==> src/rtl/sr_flag_arbiter.sv <==
// Round-robin arbitrated bank of SR flags: one valid/ready write per cycle,
// applied as set/clear/hold to a single indexed flag.
module sr_flag_arbiter #(
  parameter  int NREQ  = 4,
  parameter  int NFLAG = 8,
  localparam int IW    = $clog2(NFLAG),
  localparam int GW    = $clog2(NREQ)
) (
  input  logic                 clk,
  input  logic                 rst_n,
  input  logic [NREQ-1:0]      req_valid,
  input  logic [2*NREQ-1:0]    req_op,
  input  logic [IW*NREQ-1:0]   req_idx,
  output logic [NREQ-1:0]      req_ready,
  output logic [NFLAG-1:0]     flags,
  output logic                 grant_vld,
  output logic [GW-1:0]        grant_id,
  output logic [7:0]           contention_cnt
);

  logic [GW-1:0]   ptr;
  logic [NREQ-1:0] gnt;
  logic [GW-1:0]   gid;
  logic            found;
  logic            xfer;
  logic            multi;
  logic [1:0]      op_g;
  logic [IW-1:0]   idx_g;

  // Scan from ptr upward; the first valid requester met has highest priority.
  always_comb begin
    int unsigned j;
    j     = 0;
    gnt   = '0;
    gid   = '0;
    found = 1'b0;
    for (int unsigned k = 0; k < NREQ; k++) begin
      j = (32'(ptr) + k) % NREQ;
      if (!found && req_valid[j]) begin
        found  = 1'b1;
        gnt[j] = 1'b1;
        gid    = GW'(j);
      end
    end
  end

  assign req_ready = rst_n ? gnt : '0;
  assign xfer      = |req_ready;
  assign multi     = $countones(req_valid) >= 2;
  assign op_g      = req_op[2*int'(gid) +: 2];
  assign idx_g     = req_idx[IW*int'(gid) +: IW];

  always_ff @(posedge clk) begin
    if (!rst_n) begin
      flags          <= '0;
      ptr            <= '0;
      grant_vld      <= 1'b0;
      grant_id       <= '0;
      contention_cnt <= '0;
    end else begin
      grant_vld <= xfer;
      if (xfer) begin
        grant_id <= gid;
        ptr      <= (int'(gid) == NREQ - 1) ? '0 : gid + 1'b1;
        // Out-of-range indices are acknowledged but leave every flag untouched.
        if (int'(idx_g) < NFLAG) begin
          case (op_g)
            2'b10:   flags[idx_g] <= 1'b1;
            2'b01:   flags[idx_g] <= 1'b0;
            default: ;
          endcase
        end
      end
      if (multi && contention_cnt != 8'hFF)
        contention_cnt <= contention_cnt + 8'd1;
    end
  end

endmodule

==> config.mk <==
export PLATFORM = sky130hd
export DESIGN_NAME = sr_flag_arbiter
export DESIGN_NICKNAME = d
export VERILOG_FILES = /design/src/rtl/sr_flag_arbiter.sv
export SDC_FILE = /design/constraint.sdc
export NUM_CORES = 1
export LEC_CHECK = 0
export ABC_CLOCK_PERIOD_IN_PS = 3600
export CAP_MARGIN = 25
export CORE_ASPECT_RATIO = 0.5
export CORE_MARGIN = 2
export CORE_UTILIZATION = 43
export DETAILED_ROUTE_END_ITERATION = 12
export HOLD_SLACK_MARGIN = 0.02
export PLACE_DENSITY = 0.77
export SETUP_SLACK_MARGIN = 0.15
export SYNTH_ARGS = -nofsm -noshare
export SYNTH_HDL_FRONTEND = slang
export SYNTH_SLANG_ARGS = --single-unit
==> constraint.sdc <==
create_clock -name clk -period 3.6 [get_ports clk]
set_clock_uncertainty 0.15 [all_clocks]
set_input_delay 0.72 -clock clk [delete_from_list [all_inputs] [get_ports clk]]
set_output_delay 0.72 -clock clk [all_outputs]
set_load 0.1 [all_outputs]
* After elaboration in Yosys (flattened, before gate mapping) *
Index checks and enable logic that the tools add are counted.

storage, ports and cells
  register bits = 21
  input bits = 26
  output and inout port bits = 23
  word-level logic and storage cells = 84

cells by class
  $add $sub $neg = 8
  multipliers = 1
  $lt $le $gt $ge = 11
  eq/ne operators = 4
  shift operators = 2
  multiplexer cells = 32
  bitwise operators = 6
  reductions and logical operators = 15

operators with widths
  kind                 count
  $mux 4               5
  $pmux 8 s2           1
  $lt 2x3->1 const B   4
  $mux 1               12
  $or 4x4->4           3
  $shiftx 12x5->3      1
  $mux 2               5
  $logic_and 1x1->1    9
  $add 8x1->8 const B  1
  $and 8x8->8          1
  $bmux 1 s2           4
  $demux 1 s2          4
  $ge 2x1->1 const B   4
  $ne 8x8->1 const B   1
  $not 8->8            1
  $or 8x8->8           1
  $shiftx 8x4->2       1
  $add 1x1->2          2
  $add 2x1->2 const B  2
  $add 2x2->2 const B  2
  $eq 2x1->1 const B   2
  $lt 3x4->1 const B   1
  $mul 2x2->4 const A  1
  $reduce_or 4->1      1
  8 further kinds      10

* Longest topological paths before layout *
Gate-level depths: netlist of run 1.

  depth in word-level cells = 21
  depth in mapped cells = 15
  gate-level depth less buffers = 12

* Worst setup path before layout of run 1 *
OpenSTA, ideal clock, no wires.

  path kind = register to output
  start point = register ptr[0]
  end point = output port req_ready[3]
  arrival = 2.957 ns
  required time = 2.730 ns
  slack = -0.227 ns
  cell stages (with the launch flop) = 8
  buffers on the path = 1
  cell sequence = dfxtp_1 > buf_2 > inv_1 > ha_1 > mux4_2 > a211oi_1 > a221o_1 > and2_1

between the ends
  longest elaborated chain between the ends = 13
  elaborated cells between the ends (all ways) = 48
  classes of those cells = 3 x add/sub; 8 x order compare; 24 x mux; 3 x bitwise; 10 x reduce/logical

ends and longest elaborated chain
  element                                              RTL line  RTL
  start: declaration                                   21        logic [GW-1:0] ptr;
  start signal: assignment                             64        ptr <= (int'(gid) == NREQ - 1) ? '0 : gid + 1'b1;
  branches (longest 11 deep; another with $lt 2x3->1)  n/a
  $mux 4 *                                             39        if (!found && req_valid[j]) begin
  $mux 4 *                                             47        assign req_ready = rst_n ? gnt : '0;
  end: declaration                                     14        output logic [NREQ-1:0] req_ready,

Every way passes the cells marked *. The select of a mux whose other input is x is not followed.

* Final worst setup path of run 1 *
  start point = register ptr[1]
  end point = output port req_ready[0]

The elaborated chain is that of the path after synthesis.

==> results_tabular.tex, run 1 <==
\begin{tabular}{lr}
\hline
Metric & Value \\
\hline
\multicolumn{2}{l}{\textbf{Timing}} \\
\quad Total negative setup slack & 0 ns \\
\quad Transition at the pin with the smallest max-transition slack & 0.981 ns \\
\quad Post-route fraction of the period consumed by the critical path & 0.940 \\
\quad Fmax & 295 MHz \\
\quad Final hold violation count & 0 \\
\quad Worst path setup slack after routing & 0.215 ns \\
\quad Max-slew violation total from the final report & 0 \\
\quad Unrepaired setup endpoints after global routing & no \\
\quad Final critical delay including setup and external delays & 3.38 ns \\
\quad Count of final setup violators & 0 \\
\quad Tightest slew margin relative to the limit & 0.344 \\
\quad Hold Slack & 0.327 ns \\
\multicolumn{2}{l}{\textbf{Worst setup path}} \\
\quad Crit-path cells & inv\_4 -> ha\_4 -> mux4\_2 -> nor2b\_4 -> a22o\_1 -> a221o\_1 -> and2\_2 -> buf\_12 \\
\quad Crit path launch type & flip-flop \\
\quad Slowest cell on crit path & sky130\_fd\_sc\_hd\_\_mux4\_2 \\
\quad Critical Path End Type & output port \\
\quad Delay of the slowest cell on the worst path & 0.54 ns \\
\quad Data required time at the worst endpoint & 2.73 ns \\
\quad Critical path buffers and inverters & 2 \\
\quad Arrival @ worst endpoint & 2.51 ns \\
\quad Max Fanout on Critical Path & 6 \\
\quad Reg-to-reg slack, setup & 0.25 ns \\
\quad Path type of the worst setup path & flip-flop to output port \\
\quad Cell type group with the largest total delay on the critical path & multiplexers \\
\multicolumn{2}{l}{\textbf{Placed design}} \\
\quad Pre-CTS setup slack & -0.274 ns \\
\quad Placed wire-length estimate & 3.37 mm \\
\quad RePlAce Congestion & 0.866 \\
\quad Area after DPL & 2340 um\^{}2 \\
\quad Count of port buffers added during placement & 48 \\
\multicolumn{2}{l}{\textbf{Drt}} \\
\quad Via total after detailed routing & 1,634 \\
\quad Drt drc & 0 \\
\quad Vias/cell & 5.52 \\
\quad DRT antenna net count & 0 \\
\quad Total wirelength of the detailed-routed design & 4.38 mm \\
\quad Number of DRC violations after detailed-routing iteration 0 & 64 \\
\quad Number of detailed-routing iterations run before antenna repair & 4 \\
\quad Per-cell routed wire length & 14.8 um \\
\multicolumn{2}{l}{\textbf{Clock network}} \\
\quad Clock net sink count & 21 \\
\quad Number of H-tree branching levels & 1 \\
\quad Clock insertion delay at the later pin of the skew report & 0.26 ns \\
\quad Total clock buffers created by CTS & 3 \\
\quad Clock Pin Slew Worst Setup and Hold Paths & 0.07 ns \\
\quad Largest buffer count on any clock path & 2 \\
\quad TritonCTS clock tree & yes \\
\quad Buffer type at the clock tree root & sky130\_fd\_sc\_hd\_\_clkbuf\_8 \\
\multicolumn{2}{l}{\textbf{Yosys}} \\
\quad Number of flops mapped to enable cells by yosys & 0 \\
\quad Count of unique library cells instantiated by Yosys & 51 \\
\quad Sequential element share of the synthesized area & 0.256 \\
\quad Leading register cell type out of synthesis & sky130\_fd\_sc\_hd\_\_dfxtp\_1 \\
\quad Cell area after synthesis & 1640 um\^{}2 \\
\quad Flip-flop and latch count after synthesis & 21 \\
\quad Yosys warning count & 0 \\
\quad Async S/R FF share, synth & 0 \\
\quad Number of instances in the synthesized netlist & 175 \\
\quad Net Count, Synth & 212 \\
\quad Avg Cell Area, Syn & 9.38 um\^{}2 \\
\multicolumn{2}{l}{\textbf{Finish}} \\
\quad Most common cell after layout, fill and taps aside & sky130\_fd\_sc\_hd\_\_buf\_4 \\
\quad Number of antenna diodes & 0 \\
\quad Post-route cell area & 2450 um\^{}2 \\
\quad Net count reported at finish & 283 \\
\quad Fraction of layout cells with a size suffix above 1 & 0.327 \\
\quad Most used cells in the layout excluding fill and tap cells & sky130\_fd\_sc\_hd\_\_buf\_4 (35), sky130\_fd\_sc\_hd\_\_clkdlybuf4s50\_1 (30), sky130\_fd\_sc\_hd\_\_dfxtp\_1 (19), sky130\_fd\_sc\_hd\_\_nor2\_1 (14), sky130\_fd\_sc\_hd\_\_mux2i\_1 (11) \\
\quad Syn-to-layout area delta & 49.5\% \\
\multicolumn{2}{l}{\textbf{Die}} \\
\quad Die Area & 4360 um\^{}2 \\
\quad Die height & 47.7 um \\
\quad DIE WIDTH & 91.4 um \\
\quad Standard cell core area & 3550 um\^{}2 \\
\quad Standard-cell rows & 15 \\
\quad Starting density of the core & 0.463 \\
\quad IO Count & 49 \\
\multicolumn{2}{l}{\textbf{Global route}} \\
\quad Number of global-route vias before repair & 1,461 \\
\quad Global-route wire length before repair & 6.74 mm \\
\quad Final global-route overflow total & 0 \\
\quad Overall routing resource usage & 0.197 \\
\quad Maximum number of pins on one net before global-route repair & 20 \\
\quad Initial antenna violation count & 0 \\
\multicolumn{2}{l}{\textbf{Job}} \\
\quad Maximum capacitance violations & 0 \\
\multicolumn{2}{l}{\textbf{Pwr}} \\
\quad Worst voltage drop across the vdd grid & 485 uV \\
\quad Power after layout & 2.13 mW \\
\quad Leakage power figure & 1.02 nW \\
\quad Power Density & 866 nW/um\^{}2 \\
\multicolumn{2}{l}{\textbf{Worst hold path}} \\
\quad Type of the tightest min-delay check & flip-flop to flip-flop \\
\multicolumn{2}{l}{\textbf{Run status}} \\
\quad Outcome & complete, no violations \\
\hline
\end{tabular}
[Yosys cell counts, types with 2 or more instances]
| library cell | instances | share of area |
|---|---|---|
| sky130_fd_sc_hd__nor2_1 | 15 | 0.034 |
| sky130_fd_sc_hd__o21ai_1 | 2 | 0.0061 |
| sky130_fd_sc_hd__or3_1 | 2 | 0.0076 |
| sky130_fd_sc_hd__mux4_2 | 3 | 0.041 |
| sky130_fd_sc_hd__a21oi_1 | 5 | 0.015 |
| sky130_fd_sc_hd__nand2b_1 | 2 | 0.0076 |
| sky130_fd_sc_hd__a221o_1 | 5 | 0.030 |
| sky130_fd_sc_hd__a211oi_1 | 8 | 0.037 |
| sky130_fd_sc_hd__a31oi_1 | 7 | 0.027 |
| sky130_fd_sc_hd__mux2_2 | 3 | 0.021 |
| sky130_fd_sc_hd__nand2_1 | 6 | 0.014 |
| sky130_fd_sc_hd__buf_4 | 2 | 0.0091 |
| sky130_fd_sc_hd__buf_6 | 2 | 0.014 |
| sky130_fd_sc_hd__mux2i_1 | 11 | 0.067 |
| sky130_fd_sc_hd__xor2_1 | 4 | 0.021 |
| sky130_fd_sc_hd__dfxtp_1 | 21 | 0.26 |
| sky130_fd_sc_hd__nand4_1 | 4 | 0.015 |
| sky130_fd_sc_hd__ha_1 | 10 | 0.076 |
| sky130_fd_sc_hd__nor2b_1 | 4 | 0.015 |
| sky130_fd_sc_hd__nand3_1 | 2 | 0.0061 |
| sky130_fd_sc_hd__or2b_1 | 2 | 0.0091 |
| sky130_fd_sc_hd__o21ai_0 | 8 | 0.024 |
| sky130_fd_sc_hd__and2_1 | 7 | 0.027 |
| sky130_fd_sc_hd__inv_1 | 7 | 0.016 |
| sky130_fd_sc_hd__xnor2_1 | 2 | 0.011 |
| sky130_fd_sc_hd__a22o_1 | 4 | 0.021 |
| sky130_fd_sc_hd__buf_2 | 3 | 0.0091 |
[per-layer routing]
layer / vias up / share of wire / track usage
met1: 788 / 0.42 / 0.242
met5: - / 0 / 0
met3: 4 / 0.054 / 0.0205
met4: 0 / 0.013 / 0.0818
met2: 39 / 0.51 / 0.376
li1: 803 / - / -
[worst register-to-register path, stage by stage, from the launching register on]
cell and delay [ns]:
sky130_fd_sc_hd__dfxtp_2 0.35, sky130_fd_sc_hd__inv_4 0.06, sky130_fd_sc_hd__ha_4 0.31, sky130_fd_sc_hd__mux4_2 0.54, sky130_fd_sc_hd__nor2b_4 0.16, sky130_fd_sc_hd__a22o_1 0.17
sky130_fd_sc_hd__a221o_1 0.27, sky130_fd_sc_hd__buf_4 0.14, sky130_fd_sc_hd__o41a_4 0.52, sky130_fd_sc_hd__nor4bb_4 0.19, sky130_fd_sc_hd__buf_4 0.16, sky130_fd_sc_hd__a221oi_2 0.23
[kinds of logic after synthesis]
group | share of synthesized area
and+or+nand+nor | 0.200
AOI/OAI and AO/OA | 0.239
DFF | 0.256
buffers and inverters | 0.0549
muxes | 0.129
adders and majority gates | 0.0884
xor gates and xnor gates | 0.0320
[power breakdown]
group          internal [mW]  switching [mW]
Sequential             0.280          0.0277
Combinational          0.679           0.988
Clock                 0.0772          0.0739
[path summary, 6_finish.rpt]
path / from / end / cells past startpoint
worst min register to register: flip-flop / flip-flop / 2
worst max-delay path: ptr[1] / req_ready[0] / 8
worst min-delay path: flip-flop / flip-flop / 2
worst max register to register: ptr[1] / flip-flop / 11
[area by class of cell]
| type | count | area [um^2] |
|---|---|---|
| Multi-Input combinational cell | 137 | 1210 |
| Fill cell | 287 | 1090 |
| Timing Repair Buffer | 74 | 673 |
| Sequential cell | 21 | 425 |
| Tap cell | 51 | 63.8 |
| Clock buffer | 3 | 41.3 |
| Inverter | 9 | 38.8 |
| Clock inverter | 1 | 5.00 |
[stage by stage]
| step | std cells | utilization |
|---|---|---|
| after floorplan | 175 | - |
| after global placement | 288 | 0.660 |
| after detailed placement | 288 | 0.660 |
| after CTS | 294 | 0.677 |
| after global routing | 296 | 0.692 |
| final | 296 | 0.692 |
[timing repair]
item	in CTS	in global routing
hold buffers	0	0
gates resized for setup	10	19
setup buffers	2	2
pin swaps	1	4
setup endpoints to repair	14	12
(Power assumes the default switching activity.)
==> run 2: changes to the inputs <==
- CORE_UTILIZATION: 43 -> 57
- DONT_BUFFER_PORTS: unset -> 1
- PLACE_DENSITY: 0.77 -> 0.75
==> run 2 against run 1 <==
Net effect: count of clock-buffer cells in the layout is the same; cell count decreased by 24%; combinational power shrank 26%; worst setup slack better by 0.022 ns; global-route usage grew 3.1 points; sequential power is 71% higher; utilization increased by 3.2 points; critical path type unchanged; largest power group unchanged.
==> results_tabular.tex, run 2 (synthesized netlist as in run 1, its figures left out) <==
\begin{tabular}{lr}
\hline
Metric & Value \\
\hline
\multicolumn{2}{l}{\textbf{Drt}} \\
\quad Total wirelength of the detailed-routed design & 3.70 mm (-16\%) \\
\quad DRT antenna net count & 0 (unchanged) \\
\quad Drt drc & 0 (unchanged) \\
\quad Per-cell routed wire length & 16.4 um (+10\%) \\
\quad Number of DRC violations after detailed-routing iteration 0 & 65 (+1.6\%) \\
\quad Via total after detailed routing & 1,389 (-15\%) \\
\quad Vias/cell & 6.15 (+11\%) \\
\quad Number of detailed-routing iterations run before antenna repair & 4 (unchanged) \\
\multicolumn{2}{l}{\textbf{Timing}} \\
\quad Final critical delay including setup and external delays & 3.36 ns (-0.0224 ns) \\
\quad Max-slew violation total from the final report & 0 (unchanged) \\
\quad Unrepaired setup endpoints after global routing & no \\
\quad Total negative setup slack & 0 ns (unchanged) \\
\quad Transition at the pin with the smallest max-transition slack & 1.05 ns (+0.0729 ns) \\
\quad Post-route fraction of the period consumed by the critical path & 0.934 (-0.00623) \\
\quad Fmax & 297 MHz (+0.67\%) \\
\quad Tightest slew margin relative to the limit & 0.296 (-0.0475) \\
\quad Count of final setup violators & 0 (unchanged) \\
\quad Final hold violation count & 0 (unchanged) \\
\multicolumn{2}{l}{\textbf{Pwr}} \\
\quad Power Density & 991 nW/um\^{}2 (+14\%) \\
\quad Clk pwr share & 0.080 (+0.009) \\
\quad Sequential fraction of design power & 0.275 (+0.130) \\
\quad Comb power frac & 0.645 (-0.139) \\
\quad Worst voltage drop across the vdd grid & 662 uV (+36\%) \\
\quad Psw & 1.01 mW (-7.4\%) \\
\quad Leakage power figure & 0.779 nW (-23\%) \\
\quad Net Sw Frac & 0.527 (+0.0147) \\
\quad Internal portion of total power & 0.905 mW (-13\%) \\
\multicolumn{2}{l}{\textbf{Worst setup path}} \\
\quad Path type of the worst setup path & flip-flop to output port \\
\quad Critical Path Source & ptr[0] \\
\quad Reg-to-reg slack, setup & 0.33 ns (+0.08 ns) \\
\quad Max Fanout on Critical Path & 5 (-1) \\
\quad Critical R2R Launch & ptr[0] \\
\quad Crit path launch type & flip-flop \\
\quad Critical Path End Type & output port \\
\quad Path depth of the worst reg2reg path & 13 (+2) \\
\quad Data required time at the worst endpoint & 2.73 ns (about the same) \\
\quad End point of the critical path & req\_ready[3] \\
\quad Arrival @ worst endpoint & 2.49 ns (-0.02 ns) \\
\multicolumn{2}{l}{\textbf{Finish}} \\
\quad Most common cell after layout, fill and taps aside & sky130\_fd\_sc\_hd\_\_dfxtp\_1 \\
\quad FILL cells & 199 (-31\%) \\
\quad Register cell area after layout & 425 um\^{}2 (unchanged) \\
\quad Syn-to-layout area delta & 17.6\% \\
\quad Net count reported at finish & 227 (-20\%) \\
\quad Number of antenna diodes & 0 (unchanged) \\
\quad Area occupied by multi-input gates & 1180 um\^{}2 (-2.5\%) \\
\quad Most used cells in the layout excluding fill and tap cells & sky130\_fd\_sc\_hd\_\_dfxtp\_1 (19), sky130\_fd\_sc\_hd\_\_nor2\_1 (14), sky130\_fd\_sc\_hd\_\_buf\_4 (13), sky130\_fd\_sc\_hd\_\_mux2i\_1 (11) \\
\quad Final standard cell utilization of the core & 0.724 (+0.0320) \\
\quad Fraction of layout cells with a size suffix above 1 & 0.259 (-0.0673) \\
\multicolumn{2}{l}{\textbf{Placed design}} \\
\quad RePlAce Congestion & 0.790 (-8.7\%) \\
\quad Placed wire-length estimate & 2.76 mm (-18\%) \\
\quad Count of port buffers added during placement & 0 (-100\%) \\
\multicolumn{2}{l}{\textbf{Global route}} \\
\quad Number of global-route vias before repair & 1,328 (-9.1\%) \\
\quad Overall routing resource usage & 0.229 (+0.0315) \\
\quad Initial antenna violation count & 0 (unchanged) \\
\quad Maximum number of pins on one net before global-route repair & 20 (unchanged) \\
\quad Global-route wire length before repair & 6.11 mm (-9.4\%) \\
\quad Final global-route overflow total & 0 (unchanged) \\
\multicolumn{2}{l}{\textbf{Die}} \\
\quad DIE WIDTH & 79.9 um (-13\%) \\
\quad Die Area & 3350 um\^{}2 (-23\%) \\
\quad IO Count & 49 (unchanged) \\
\quad Die height & 41.9 um (-12\%) \\
\quad Standard-cell rows & 13 (-2) \\
\quad Starting density of the core & 0.615 (+0.153) \\
\quad Standard cell core area & 2670 um\^{}2 (-25\%) \\
\multicolumn{2}{l}{\textbf{Clock network}} \\
\quad TritonCTS clock tree & yes \\
\quad Largest buffer count on any clock path & 2 (unchanged) \\
\quad Clock insertion delay at the later pin of the skew report & 0.26 ns (about the same) \\
\quad Clock Pin Slew Worst Setup and Hold Paths & 0.08 ns (about the same) \\
\quad Buffer type at the clock tree root & sky130\_fd\_sc\_hd\_\_clkbuf\_8 \\
\quad Clock net sink count & 21 (unchanged) \\
\quad Number of H-tree branching levels & 1 (unchanged) \\
\quad Number of buffers inserted by hold repair at cts & 0 (unchanged) \\
\quad Total clock buffers created by CTS & 3 (unchanged) \\
\multicolumn{2}{l}{\textbf{Job}} \\
\quad Maximum capacitance violations & 0 (unchanged) \\
\multicolumn{2}{l}{\textbf{Run status}} \\
\quad Outcome & complete, no violations \\
\multicolumn{2}{l}{\textbf{Worst hold path}} \\
\quad Type of the tightest min-delay check & input pin to flip-flop \\
\quad Worst Hold Path Cells & 1 (-1) \\
\hline
\end{tabular}
[run 2: layer usage]
layer	wire length [um]	part of all wire	vias to the layer above	track usage
met4	15	0.0041	0	0.0339
met2	1880	0.51	49	0.408
met1	1500	0.41	644	0.288
met5	0	0	-	0
met3	304	0.082	5	0.0522
li1	-	-	691	-
[run 2: stage by stage]
step / instances / instance area [um^2] / hold slack [ns] / worst slack, ns / power, mW
2_1_floorplan: 175 / 1680 / 0.412 / 0.184 / 1.45
3_3_place_gp: 221 / 1840 / 0.507 / 0.386 / 1.65
3_5_place_dp: 221 / 1840 / 0.527 / 0.354 / 1.68
4_1_cts: 226 / 1910 / 0.429 / 0.157 / 1.87
5_1_grt: 226 / 1930 / 0.422 / 0.152 / 2.03
6_report: 226 / 1930 / 0.430 / 0.238 / 1.91
[run 2: layout make-up]
type / count / share of cell area
multi-input cells: 137 / 0.609
flip-flops and latches: 21 / 0.220
repair buffers: 18 / 0.102
well taps: 37 / 0.0240
clock buffers: 3 / 0.0214
inverters: 9 / 0.0201
clock inverters: 1 / 0.00259
[run 2: worst min-delay path by stage]
stage / endpoint / slack, ns / startpoint
3_5_place_dp: ptr[1] / 0.53 / ptr[1]
6_report: flip-flop / 0.43 / rst_n
2_1_floorplan: ptr[1] / 0.41 / ptr[1]
5_1_grt: flip-flop / 0.42 / rst_n
3_3_place_gp: ptr[1] / 0.51 / ptr[1]
4_1_cts: flip-flop / 0.43 / rst_n
[run 2: worst max-delay path, stage by stage, from the launching register on]
cell	delay [ns]
sky130_fd_sc_hd__dfxtp_4	0.36
sky130_fd_sc_hd__inv_4	0.05
sky130_fd_sc_hd__ha_4	0.29
sky130_fd_sc_hd__mux4_2	0.52
sky130_fd_sc_hd__nor2b_4	0.16
sky130_fd_sc_hd__a22o_1	0.18
sky130_fd_sc_hd__a221o_1	0.28
sky130_fd_sc_hd__and2_2	0.22
sky130_fd_sc_hd__buf_12	0.17
[run 2: power groups by stage]
stage,combinational [mW],clock (mW),sequential (mW)
floorplan,0.883,0,0.568
global placement,1.12,0,0.526
detailed placement,1.15,0,0.526
CTS,1.19,0.158,0.522
global route,1.33,0.167,0.531
finish,1.23,0.153,0.526
[run 2: what timing repair did]
item | CTS | global route
cloned | 0 | 0
pin swaps | 1 | 4
setup buffers | 1 | 0
gates resized for setup | 0 | 8
setup endpoints to repair | 4 | 12
==> run 3: changes to the inputs <==
--- a/config.mk
+++ b/config.mk
@@ -6,13 +6,13 @@
 export NUM_CORES = 1
 export LEC_CHECK = 0
-export ABC_CLOCK_PERIOD_IN_PS = 3600
+export ABC_CLOCK_PERIOD_IN_PS = 3800
 export CAP_MARGIN = 25
 export CORE_ASPECT_RATIO = 0.5
 export CORE_MARGIN = 2
-export CORE_UTILIZATION = 57
+export CORE_UTILIZATION = 60
 export DETAILED_ROUTE_END_ITERATION = 12
 export DONT_BUFFER_PORTS = 1
 export HOLD_SLACK_MARGIN = 0.02
-export PLACE_DENSITY = 0.75
+export PLACE_DENSITY = 0.76
 export SETUP_SLACK_MARGIN = 0.15
 export SYNTH_ARGS = -nofsm -noshare
==> constraint.sdc (replaced) <==
create_clock -name clk -period 3.8 [get_ports clk]
set_clock_uncertainty 0.15 [all_clocks]
set_input_delay 1.14 -clock clk [delete_from_list [all_inputs] [get_ports clk]]
set_output_delay 1.14 -clock clk [all_outputs]
set_load 0.1 [all_outputs]
==> run 3 against run 2 <==
Net effect: sequential power down 0.8%; critical path depth down 3; worst setup slack worse by 0.22 ns; final area down 3.7%; via count unchanged; sequential share of layout area up 0.64 points; largest cell class unchanged.
==> results_tabular.tex, run 3 (synthesized netlist as in run 1, its figures left out) <==
\begin{tabular}{lr}
\hline
Metric & Value \\
\hline
\multicolumn{2}{l}{\textbf{Drt}} \\
\quad Number of detailed-routing iterations run before antenna repair & 4 (unchanged) \\
\quad Vias/cell & 6.23 (+1.3\%) \\
\quad Via total after detailed routing & 1,389 (unchanged) \\
\quad Drt drc & 0 (unchanged) \\
\quad Number of DRC violations after detailed-routing iteration 0 & 27 (-58\%) \\
\quad Total wirelength of the detailed-routed design & 3.76 mm (+1.8\%) \\
\quad Per-cell routed wire length & 16.9 um (+3.2\%) \\
\quad DRT antenna net count & 0 (unchanged) \\
\multicolumn{2}{l}{\textbf{Finish}} \\
\quad Syn-to-layout area delta & 13.3\% \\
\quad Area occupied by multi-input gates & 1200 um\^{}2 (+1.9\%) \\
\quad Most used cells in the layout excluding fill and tap cells & sky130\_fd\_sc\_hd\_\_dfxtp\_1 (20), sky130\_fd\_sc\_hd\_\_buf\_4 (15), sky130\_fd\_sc\_hd\_\_nor2\_1 (14), sky130\_fd\_sc\_hd\_\_mux2i\_1 (10), sky130\_fd\_sc\_hd\_\_ha\_1 (9) \\
\quad Final standard cell utilization of the core & 0.714 (-0.00931) \\
\quad Net count reported at finish & 224 (-1.3\%) \\
\quad Most common cell after layout, fill and taps aside & sky130\_fd\_sc\_hd\_\_dfxtp\_1 \\
\quad Post-route cell area & 1860 um\^{}2 (-3.7\%) \\
\quad Number of antenna diodes & 0 (unchanged) \\
\quad FILL cells & 213 (+7.0\%) \\
\quad Register cell area after layout & 422 um\^{}2 (-0.88\%) \\
\quad Fraction of layout cells with a size suffix above 1 & 0.253 (-0.00657) \\
\multicolumn{2}{l}{\textbf{Clock network}} \\
\quad Clock net sink count & 21 (unchanged) \\
\quad Buffer type at the clock tree root & sky130\_fd\_sc\_hd\_\_clkbuf\_8 \\
\quad Number of buffers inserted by hold repair at cts & 0 (unchanged) \\
\quad Clock Pin Slew Worst Setup and Hold Paths & 0.07 ns (about the same) \\
\quad TritonCTS clock tree & yes \\
\quad Clock insertion delay at the later pin of the skew report & 0.26 ns (about the same) \\
\quad Total clock buffers created by CTS & 3 (unchanged) \\
\quad Largest buffer count on any clock path & 2 (unchanged) \\
\quad Number of H-tree branching levels & 1 (unchanged) \\
\multicolumn{2}{l}{\textbf{Die}} \\
\quad Standard-cell rows & 13 (unchanged) \\
\quad Standard cell core area & 2600 um\^{}2 (-2.4\%) \\
\quad Starting density of the core & 0.631 (+0.0154) \\
\quad Die height & 41.0 um (-2.3\%) \\
\quad DIE WIDTH & 78.0 um (-2.4\%) \\
\quad IO Count & 49 (unchanged) \\
\quad Die Area & 3200 um\^{}2 (-4.6\%) \\
\multicolumn{2}{l}{\textbf{Worst hold path}} \\
\quad Type of the tightest min-delay check & flip-flop to flip-flop \\
\multicolumn{2}{l}{\textbf{Pwr}} \\
\quad Leakage power figure & 0.747 nW (-4.1\%) \\
\quad Power Density & 935 nW/um\^{}2 (-5.7\%) \\
\quad Worst voltage drop across the vdd grid & 519 uV (-22\%) \\
\quad Power after layout & 1.74 mW (-9.1\%) \\
\multicolumn{2}{l}{\textbf{Worst setup path}} \\
\quad Crit path launch type & input pin \\
\quad Arrival @ worst endpoint & 2.50 ns (about the same) \\
\quad Max Fanout on Critical Path & 12 (+7) \\
\quad Path type of the worst setup path & input pin to output port \\
\quad Data required time at the worst endpoint & 2.51 ns (-0.22 ns) \\
\quad Critical Path End Type & output port \\
\multicolumn{2}{l}{\textbf{Timing}} \\
\quad Post-route fraction of the period consumed by the critical path & 0.996 \\
\quad Count of final setup violators & 0 (unchanged) \\
\quad Transition at the pin with the smallest max-transition slack & 1.08 ns (+0.0212 ns) \\
\quad Unrepaired setup endpoints after global routing & yes \\
\quad Total negative setup slack & 0 ns (unchanged) \\
\quad Final hold violation count & 0 (unchanged) \\
\quad Final critical delay including setup and external delays & 3.79 ns \\
\quad Fmax & 264 MHz \\
\quad Max-slew violation total from the final report & 0 (unchanged) \\
\quad Tightest slew margin relative to the limit & 0.282 (-0.0141) \\
\multicolumn{2}{l}{\textbf{Placed design}} \\
\quad Placed wire-length estimate & 2.76 mm (-0.29\%) \\
\quad Area after DPL & 1750 um\^{}2 (-5.0\%) \\
\quad Count of port buffers added during placement & 0 (unchanged) \\
\quad RePlAce Congestion & 0.777 (-1.7\%) \\
\multicolumn{2}{l}{\textbf{Global route}} \\
\quad Final global-route overflow total & 0 (unchanged) \\
\quad Number of global-route vias before repair & 1,254 (-5.6\%) \\
\quad Global-route wire length before repair & 5.62 mm (-8.0\%) \\
\quad Maximum number of pins on one net before global-route repair & 20 (unchanged) \\
\quad Overall routing resource usage & 0.237 (+0.00883) \\
\quad Initial antenna violation count & 0 (unchanged) \\
\multicolumn{2}{l}{\textbf{Run status}} \\
\quad Outcome & complete, no violations \\
\multicolumn{2}{l}{\textbf{Job}} \\
\quad Maximum capacitance violations & 0 (unchanged) \\
\hline
\end{tabular}
==> run 3: worst max-delay path, stage by stage <==
cell and delay (ns):
sky130_fd_sc_hd__mux4_2 0.47, sky130_fd_sc_hd__nor2b_4 0.15, sky130_fd_sc_hd__a22o_1 0.18, sky130_fd_sc_hd__a221o_1 0.29, sky130_fd_sc_hd__and2_4 0.25
==> run 3: what timing repair did <==
item	CTS	global route
buffers inserted	2	1
resized for setup	1	6
pin swaps	2	7
endpoints found under the setup margin	4	12
==> run 3: per-stage QoR <==
step / hold WS (ns) / worst slack, ns / cells
finish: 0.456 / 0.0142 / 223
global route: 0.498 / -0.0259 / 223
CTS: 0.455 / 0.0271 / 222
detailed placement: 0.440 / 0.0246 / 216
global placement: 0.433 / 0.0451 / 216
floorplan: 0.480 / -0.0513 / 175
==> run 3: worst paths after layout <==
kind | cells past startpoint | end | start | slack, ns
worst max register to register | 12 | flip-flop | ptr[1] | 0.34
worst max-delay path | 5 | req_ready[3] | req_valid[2] | 0.01
worst min-delay path | 2 | contention_cnt[4] | contention_cnt[4] | 0.46
worst min register to register | 2 | contention_cnt[4] | contention_cnt[4] | 0.46
==> run 3: layer usage <==
| metal | vias up | routed length, um | track usage |
|---|---|---|---|
| met5 | - | 0 | 0 |
| met1 | 645 | 1600 | 0.271 |
| li1 | 685 | - | - |
| met4 | 0 | 68 | 0.114 |
| met3 | 8 | 243 | 0.0705 |
| met2 | 51 | 1850 | 0.438 |
==> run 3: power breakdown <==
group          internal [mW]  leakage (nW)  total, mW  switching, mW
Combinational          0.457         0.550       1.07          0.616
Sequential             0.262         0.171      0.522          0.260
Clock                 0.0731        0.0255      0.144         0.0711
Total                  0.792         0.747       1.74          0.946
==> run 3: final cells by class <==
type / instances / area share
Multi-Input combinational cell: 137 / 0.645
Sequential cell: 21 / 0.227
Timing Repair Buffer: 15 / 0.0606
Tap cell: 37 / 0.0249
Clock buffer: 3 / 0.0222
Inverter: 9 / 0.0182
Clock inverter: 1 / 0.00269
